**config.mk**
```make
export PLATFORM = sky130hd
export DESIGN_NAME = counter_8bit_flat
export DESIGN_NICKNAME = d
export VERILOG_FILES = /design/src/rtl/counter_8bit_pkg.sv /design/src/rtl/counter_8bit_if.sv /design/src/rtl/counter_8bit_bit_register.sv /design/src/rtl/counter_8bit_full_adder.sv /design/src/rtl/counter_8bit.sv /design/src/flat_wrapper.sv
export SDC_FILE = /design/constraint.sdc
export NUM_CORES = 1
export LEC_CHECK = 0
export CORE_AREA = 2 2 39 41
export DETAILED_ROUTE_END_ITERATION = 8
export DIE_AREA = 0 0 41 43
export PLACE_DENSITY = 0.87
export SLEW_MARGIN = 20
export SYNTH_ARGS = -nofsm -noshare
export SYNTH_HDL_FRONTEND = slang
export SYNTH_SLANG_ARGS = --single-unit
```
**constraint.sdc**
```tcl
create_clock -name clk -period 5.72 [get_ports clk]
set_input_delay 1.43 -clock clk [delete_from_list [all_inputs] [get_ports clk]]
set_output_delay 1.43 -clock clk [all_outputs]
set_load 0.005 [all_outputs]
```
**src/rtl/counter_8bit_pkg.sv**
```systemverilog
// Shared constants and types for the 8-bit up-counter and downstream program-counter stages.
package counter_8bit_pkg;

    localparam int DEFAULT_WIDTH = 8;
    localparam int DEFAULT_STEP  = 1;

    // Count-type alias consumed by downstream PC stages
    typedef logic [DEFAULT_WIDTH-1:0] count_t;

    // Source selected for the next register value, highest priority first
    typedef enum logic [1:0] {
        SEL_RST  = 2'd0,
        SEL_LOAD = 2'd1,
        SEL_STEP = 2'd2,
        SEL_HOLD = 2'd3
    } next_sel_e;

    function automatic next_sel_e pick_sel(input logic rst, input logic load, input logic en);
        next_sel_e sel;
        if (rst) begin
            sel = SEL_RST;
        end else if (load) begin
            sel = SEL_LOAD;
        end else if (en) begin
            sel = SEL_STEP;
        end else begin
            sel = SEL_HOLD;
        end
        return sel;
    endfunction

endpackage

```
**src/rtl/counter_8bit_if.sv**
```systemverilog
// Request/result bundle between the counter and its upstream/downstream stages.
interface counter_8bit_if import counter_8bit_pkg::*; #(
    parameter int WIDTH = DEFAULT_WIDTH
);
    logic             in_load;
    logic [WIDTH-1:0] in_data;
    logic             in_en;
    logic [WIDTH-1:0] out;
    logic             out_wrap;

    modport master (
        output in_load, in_data, in_en,
        input  out, out_wrap
    );

    modport slave (
        input  in_load, in_data, in_en,
        output out, out_wrap
    );
endinterface

```
**src/rtl/counter_8bit_bit_register.sv**
```systemverilog
// Shared 1-bit storage cell: synchronous active-high reset to 0, save-enable.
module bit_register (
    input  logic clk,
    input  logic rst,
    input  logic en,
    input  logic d,
    output logic q
);
    logic q_r;

    // Storage flop: reset dominates, otherwise capture d when enabled
    always_ff @(posedge clk) begin
        if (rst) begin
            q_r <= 1'b0;
        end else if (en) begin
            q_r <= d;
        end else begin
            q_r <= q_r;
        end
    end

    assign q = q_r;
endmodule

```
**src/rtl/counter_8bit_full_adder.sv**
```systemverilog
// Single-bit full-adder cell; chained ripple-carry to form the step adder.
module full_adder (
    input  logic a,
    input  logic b,
    input  logic cin,
    output logic sum,
    output logic cout
);
    assign sum  = a ^ b ^ cin;
    assign cout = (a & b) | (cin & (a ^ b));
endmodule

```
**src/rtl/counter_8bit.sv**
```systemverilog
// Up-counter with overwrite: priority rst > load > step > hold, carry-out of the step drives a one-cycle wrap pulse.
module counter_8bit import counter_8bit_pkg::*; #(
    parameter int WIDTH = DEFAULT_WIDTH,
    parameter int STEP  = DEFAULT_STEP
) (
    input  logic           clk,
    input  logic           rst,
    counter_8bit_if.slave  bus
);
    localparam logic [WIDTH-1:0] STEP_V = WIDTH'(STEP);

    logic [WIDTH-1:0] count_s;
    logic [WIDTH-1:0] sum_s;
    logic [WIDTH:0]   carry_s;
    logic [WIDTH-1:0] next_count_s;
    logic             next_wrap_s;
    logic             wrap_s;
    logic             count_en_s;
    next_sel_e        sel_s;

    assign carry_s[0] = 1'b0;

    // Ripple-carry adder; carry_s[WIDTH] is bit WIDTH of the WIDTH+1-bit sum
    for (genvar i = 0; i < WIDTH; i++) begin : g_adder
        full_adder u_fa (
            .a    (count_s[i]),
            .b    (STEP_V[i]),
            .cin  (carry_s[i]),
            .sum  (sum_s[i]),
            .cout (carry_s[i+1])
        );
    end

    // Next-value mux for the count and wrap registers
    always_comb begin
        sel_s        = pick_sel(rst, bus.in_load, bus.in_en);
        next_count_s = count_s;
        next_wrap_s  = 1'b0;
        count_en_s   = 1'b1;
        case (sel_s)
            SEL_RST: begin
                next_count_s = {WIDTH{1'b0}};
                next_wrap_s  = 1'b0;
            end
            SEL_LOAD: begin
                next_count_s = bus.in_data;
                next_wrap_s  = 1'b0;
            end
            SEL_STEP: begin
                next_count_s = sum_s;
                next_wrap_s  = carry_s[WIDTH];
            end
            SEL_HOLD: begin
                next_count_s = count_s;
                next_wrap_s  = 1'b0;
                count_en_s   = 1'b0;
            end
            default: begin
                next_count_s = {WIDTH{1'b0}};
                next_wrap_s  = 1'b0;
            end
        endcase
    end

    for (genvar i = 0; i < WIDTH; i++) begin : g_count
        bit_register u_bit (
            .clk (clk),
            .rst (rst),
            .en  (count_en_s),
            .d   (next_count_s[i]),
            .q   (count_s[i])
        );
    end

    // Wrap flag reloads every cycle so the pulse lasts exactly one cycle
    bit_register u_wrap (
        .clk (clk),
        .rst (rst),
        .en  (1'b1),
        .d   (next_wrap_s),
        .q   (wrap_s)
    );

    assign bus.out      = count_s;
    assign bus.out_wrap = wrap_s;
endmodule
```
**src/flat_wrapper.sv**
```systemverilog
// flat-port wrapper written by rule: the top's interface ports become plain ports
module counter_8bit_flat import counter_8bit_pkg::*;
#(
    parameter int WIDTH = DEFAULT_WIDTH,
    parameter int STEP  = DEFAULT_STEP
)
  (clk, rst, bus_in_load, bus_in_data, bus_in_en, bus_out, bus_out_wrap);
  counter_8bit_if #(.WIDTH(WIDTH)) bus_i ();
  input  logic clk;
  input  logic rst;
  input wire logic [$bits(bus_i.in_load)-1:0] bus_in_load;
  input wire logic [$bits(bus_i.in_data)-1:0] bus_in_data;
  input wire logic [$bits(bus_i.in_en)-1:0] bus_in_en;
  output wire logic [$bits(bus_i.out)-1:0] bus_out;
  output wire logic [$bits(bus_i.out_wrap)-1:0] bus_out_wrap;
  assign bus_i.in_load = bus_in_load;
  assign bus_i.in_data = bus_in_data;
  assign bus_i.in_en = bus_in_en;
  assign bus_out = bus_i.out;
  assign bus_out_wrap = bus_i.out_wrap;
  counter_8bit #(.WIDTH(WIDTH), .STEP(STEP)) u_core (.clk(clk), .rst(rst), .bus(bus_i));
endmodule
```
==> results.py, run 1 <==
metrics = {
    "run_status": {
        "status": "finished, final reports clean",
    },
    "floorplan": {
        "row_count": 14,
        "top_level_ports": 21,
        "die_area_um2": 1760,
        "core_um2": 1380,
        "start_util_pct": 39.7,
        "fp.dieH_um": 43,
        "fp.dieW_um": 41,
    },
    "final_layout": {
        "stdcell_count": 82,
        "num_antenna_cells": 0,
        "drive_gt1_share_pct": 7.58,
        "area_growth_pct": 31.0,
        "utilization_pct": 52.0,
        "layout.nets": 86,
    },
    "synthesis": {
        "synthCells": 52,
        "ys_warn_count": 0,
        "avgSynthCellArea_um2": 10.6,
        "ys_ff_latch": 9,
        "syn_nets": 71,
        "synth_seq_area_share_pct": 32.8,
        "syn_area_um2": 549,
        "synth_cell_types": 11,
    },
    "drt": {
        "routed_wl_um": 940,
        "via_per_inst": 4.93,
        "antenna_left": 0,
        "drt-initial-drc-count": 1,
        "first_pass_iters": 2,
        "vias": 404,
        "wl_per_cell_um": 11.5,
        "drc_errors": 0,
    },
    "global_routing": {
        "grt_pass1_vias": 370,
        "top_usage_layer": "met2",
        "grt_usage_pct": 13.0,
        "gr-total-overflow": 0,
        "grtUsageMet3_pct": 4.71,
        "grt_pass1_wl_mm": 1.50,
        "grt_max_degree": 11,
        "met2_usage_pct": 16.9,
        "antenna_found_initial": 0,
        "grt_use_met1_pct": 16.6,
    },
    "clock_tree": {
        "clkLatencyLatePin_ns": 0.25,
        "post_cts_buffers": 0,
        "root_buffer": "clkbuf_4",
        "hold_buffers": 0,
        "ctsResizeCount": 0,
        "clock_path_buffers": 2,
        "clk_pin_slew_worst_paths_ns": 0.06,
        "ctsHtreeMaxLevel": 1,
        "cts_sinks": 9,
        "cts_tree": "built",
        "cts_buffers": 3,
    },
    "pwr": {
        "peakVddDrop_v": 0.0000991,
        "power.leakage_nw": 0.312,
        "power_density_nw_per_um2": 208,
    },
    "timing": {
        "setup-violations-final": 0,
        "rsz0062_at_grt": "no",
        "finalHoldViolCount": 0,
        "hold_ws_ns": 0.573,
        "slew_viol_final": 0,
        "max_freq_mhz": 389,
        "period_minus_slack_ns": 2.57,
        "relSlewSlack_pct": 66.7,
        "final.setup.tns_ns": 0,
        "finClkSkew_ns": 0.00176,
        "worst_pin_slew_ns": 0.497,
        "setup_ws_ns": 3.15,
        "finalCritPeriodShare_pct": 44.9,
    },
    "setup_path": {
        "cp_data_arrival_time_ns": 1.14,
        "required_ns": 4.29,
        "path_buf_inv": 1,
        "critPathCaptureType": "primary output",
        "crit_chain": "clkdlybuf4s50_1",
        "worstSetupPathType": "reg2out",
        "max_stage_delay_ns": 0.52,
        "path_max_fanout": 3,
        "cp-start-kind": "register",
        "crit_family": "buffers and inverters",
        "critPathSlowestCell": "clkdlybuf4s50_1",
    },
    "run": {
        "maxCapViolCount": 0,
    },
    "worst_hold_path": {
        "hold_path.class": "reg2reg",
    },
    "placed_design": {
        "dpl.cell_count": 78,
        "preCtsSetupSlack_ns": 3.02,
        "portBuffers": 20,
        "hpwl_um": 710,
        "gp_routability_congestion": 0.659,
    },
}
## logic make-up after synthesis
kind of cell	Yosys count	synth area share [%]
AO/OA/AOI/OAI	8	10.9
XOR/XNOR	1	1.59
adder cells (fa/ha/maj)	7	15.9
buffers and inverters	11	14.6
flip-flops	9	32.8
multiplexers	7	12.8
AND/OR/NAND/NOR	9	11.4
## final timing paths
path                        startpoint                        end  slack [ns]  depth (start not counted)
max          u_core.g_count[0].u_bit.q                 bus_out[0]        3.15                          1
min          u_core.g_count[1].u_bit.q  u_core.g_count[1].u_bit.q        0.57                          2
max reg2reg  u_core.g_count[1].u_bit.q  u_core.g_count[7].u_bit.q        3.63                          9
min reg2reg  u_core.g_count[1].u_bit.q  u_core.g_count[1].u_bit.q        0.57                          2
## cells in the mapped netlist (all sizes together)
cell	instances	area share (%)
and4bb	1	2.3
xnor2	1	1.6
inv	1	0.68
a211oi	8	11
nor2b	8	9.1
ha	7	16
buf	10	14
mux2i	7	13
dfxtp	9	33
## cell type report
cell class / instances / area, um2
well taps: 16 / 20.0
clock buffers: 4 / 26.3
multi-input cells: 32 / 289
fillers: 138 / 664
flip-flops and latches: 9 / 180
inverters: 1 / 3.75
repair buffers: 20 / 200
## report_power, final
group	internal, mW	switching, mW
clock	0.0267	0.0200
combinational	0.0213	0.0111
sequential	0.0672	0.00348
## routing by layer
metal  routed length [um]  part of all wire [%]
met1                  436                    46
met2                  415                    44
met3                   74                   7.9
met4                   14                   1.5
met5                    0                     0
## cells in the final DEF, fill, tap and decap left out
cell	instances
xnor2_1	1
a211oi_1	8
clkbuf_4	3
nor2b_1	8
clkbuf_1	1
mux2i_1	7
dfxtp_1	9
clkdlybuf4s50_1	20
and4bb_2	1
inv_2	1
ha_1	7
## sequential cells by signal, summed over array words and instances, names as in the netlist
name,count
u_core.g_count.u_bit.q,8
u_core.u_wrap.q,1
## through the flow
stage,power (mW),instance area [um2]
4_1_cts,0.153,719
5_1_grt,0.160,719
6_report,0.150,719
3_5_place_dp,0.105,693
2_1_floorplan,0.0921,549
3_3_place_gp,0.104,693
## worst reg2reg max path, cell delays in order (launching register included)
cell and delay (ns):
dfxtp_1 0.33, ha_1 0.20, ha_1 0.19, ha_1 0.18
ha_1 0.18, ha_1 0.19, ha_1 0.19, ha_1 0.27
mux2i_1 0.06, a211oi_1 0.22
No activity file was read; power rests on OpenSTA's default activity.
==> run 2, diff against run 1 <==
--- a/config.mk
+++ b/config.mk
@@ -5,10 +5,10 @@
 export SDC_FILE = /design/constraint.sdc
 export NUM_CORES = 1
 export LEC_CHECK = 0
-export CORE_AREA = 2 2 39 41
+export CORE_MARGIN = 2
+export CORE_UTILIZATION = 41
 export DETAILED_ROUTE_END_ITERATION = 8
-export DIE_AREA = 0 0 41 43
-export PLACE_DENSITY = 0.87
+export PLACE_DENSITY = 0.86
 export SLEW_MARGIN = 20
 export SYNTH_ARGS = -nofsm -noshare
 export SYNTH_HDL_FRONTEND = slang
==> constraint.sdc (replaced) <==
create_clock -name clk -period 2.4 [get_ports clk]
set_input_delay 0.6 -clock clk [delete_from_list [all_inputs] [get_ports clk]]
set_output_delay 0.6 -clock clk [all_outputs]
set_load 0.005 [all_outputs]
==> results.py, run 2 (synthesized netlist as in run 1, its figures left out) <==
metrics = {
    "run_status": {
        "status": "finished, final reports clean",
    },
    "drt": {
        "wl_per_cell_um": 12.3,
        "via_per_inst": 4.93,
        "first_pass_iters": 2,
        "routed_wl_um": 994,
        "antenna_left": 0,
        "vias": 399,
        "drc_errors": 0,
        "drt-initial-drc-count": 1,
    },
    "global_routing": {
        "grt_usage_pct": 14.7,
        "grt_pass1_vias": 360,
        "grt_pass1_wl_mm": 1.55,
        "antenna_found_initial": 0,
        "grt_max_degree": 11,
        "gr-total-overflow": 0,
    },
    "clock_tree": {
        "cts_buffers": 3,
        "post_cts_buffers": 0,
        "ctsResizeCount": 0,
        "cts_sinks": 9,
        "clk_pin_slew_worst_paths_ns": 0.07,
        "clkLatencyLatePin_ns": 0.26,
        "root_buffer": "clkbuf_4",
        "cts_tree": "built",
        "clock_path_buffers": 2,
        "hold_buffers": 0,
        "ctsHtreeMaxLevel": 1,
    },
    "pwr": {
        "peakVddDrop_v": 0.000216,
        "power.leakage_nw": 0.312,
        "power_density_nw_per_um2": 512,
        "total_power_mw": 0.368,
    },
    "timing": {
        "finClkSkew_ns": 0.00372,
        "finalCritPeriodShare_pct": 86.6,
        "max_freq_mhz": 481,
        "worst_pin_slew_ns": 0.500,
        "rsz0062_at_grt": "no",
        "relSlewSlack_pct": 66.5,
        "final.setup.tns_ns": 0,
        "slew_viol_final": 0,
        "period_minus_slack_ns": 2.08,
        "finalHoldViolCount": 0,
        "setup_ws_ns": 0.322,
        "setup-violations-final": 0,
    },
    "setup_path": {
        "crit_chain": "ha_1, ha_1, ha_1, ha_1, ha_1, ha_1, ha_1, mux2i_1, a211oi_1",
        "cpMostUsedCell": "ha_1",
        "path_buf_inv": 0,
        "cp_data_arrival_time_ns": 2.26,
        "crit_family": "adder cells",
        "worstSetupPathType": "reg2reg",
        "reg2reg_slack_ns": 0.32,
        "critPathSlowestCell": "dfxtp_1",
        "path_max_fanout": 3,
        "required_ns": 2.58,
        "cp-start-kind": "register",
        "max_stage_delay_ns": 0.33,
        "critPathCaptureType": "register",
    },
    "final_layout": {
        "area_growth_pct": 30.8,
        "num_antenna_cells": 0,
        "final_cell_area_um2": 718,
        "layout.nets": 86,
        "stdcell_count": 81,
        "final_cell_mix": "clkdlybuf4s50_1, dfxtp_1, nor2b_1, a211oi_1",
        "largest_reg_flops": 8,
        "drive_gt1_share_pct": 7.58,
        "final_common_cell": "clkdlybuf4s50_1",
    },
    "placed_design": {
        "preCtsSetupSlack_ns": 0.336,
        "dpl.cell_count": 77,
        "hpwl_um": 718,
        "portBuffers": 20,
        "placed_cell_area_um2": 692,
        "gp_routability_congestion": 0.668,
    },
    "floorplan": {
        "top_level_ports": 21,
        "core_um2": 1270,
        "die_area_um2": 1650,
        "fp.dieW_um": 40.6,
        "fp.dieH_um": 40.6,
        "row_count": 13,
        "start_util_pct": 43.3,
    },
    "run": {
        "maxCapViolCount": 0,
    },
    "worst_hold_path": {
        "hold_path.class": "reg2reg",
    },
}
-- run 2: cell counts in the layout (fill, tap and decap cells not counted) --
No cell type changed its count.
-- run 2: layer usage --
metal,track usage (%),share of wire (%)
met1,17.5,47
met2,23.0,45
met3,3.33,6.0
met4,10.0,1.0
met5,0,0
-- run 2: layout make-up --
| type | count | area [um2] |
|---|---|---|
| Timing Repair Buffer | 20 | 200 |
| Sequential cell | 9 | 180 |
| Clock buffer | 4 | 26.3 |
| Multi-Input combinational cell | 32 | 289 |
| Fill cell | 117 | 551 |
| Tap cell | 15 | 18.8 |
| Inverter | 1 | 3.75 |
-- run 2: power breakdown --
| part | switching [mW] | internal (mW) | total, mW |
|---|---|---|---|
| Clock | 0.0570 | 0.0642 | 0.121 |
| Combinational | 0.0268 | 0.0509 | 0.0777 |
| Sequential | 0.00864 | 0.160 | 0.169 |
| Total | 0.0925 | 0.275 | 0.368 |
-- run 2: through the flow --
stage / util [%] / hold slack (ns)
floorplan: - / 0.541
global placement: 54.5 / 0.559
detailed placement: 54.5 / 0.570
CTS: 56.6 / 0.583
global route: 56.6 / 0.605
finish: 56.6 / 0.573
-- run 2: final timing paths --
check | end | from | cells past startpoint
setup reg to reg | u_core.g_count[7].u_bit.q | u_core.g_count[1].u_bit.q | 9
hold / removal | u_core.g_count[1].u_bit.q | u_core.g_count[1].u_bit.q | 2
hold reg to reg | u_core.g_count[1].u_bit.q | u_core.g_count[1].u_bit.q | 2
setup / recovery | u_core.g_count[7].u_bit.q | u_core.g_count[1].u_bit.q | 9
-- run 2: worst register-to-register path, stage by stage (launching register included) --
cell	delay [ns]
dfxtp_1	0.33
ha_1	0.20
ha_1	0.18
ha_1	0.18
ha_1	0.19
ha_1	0.19
ha_1	0.18
ha_1	0.27
mux2i_1	0.06
a211oi_1	0.24
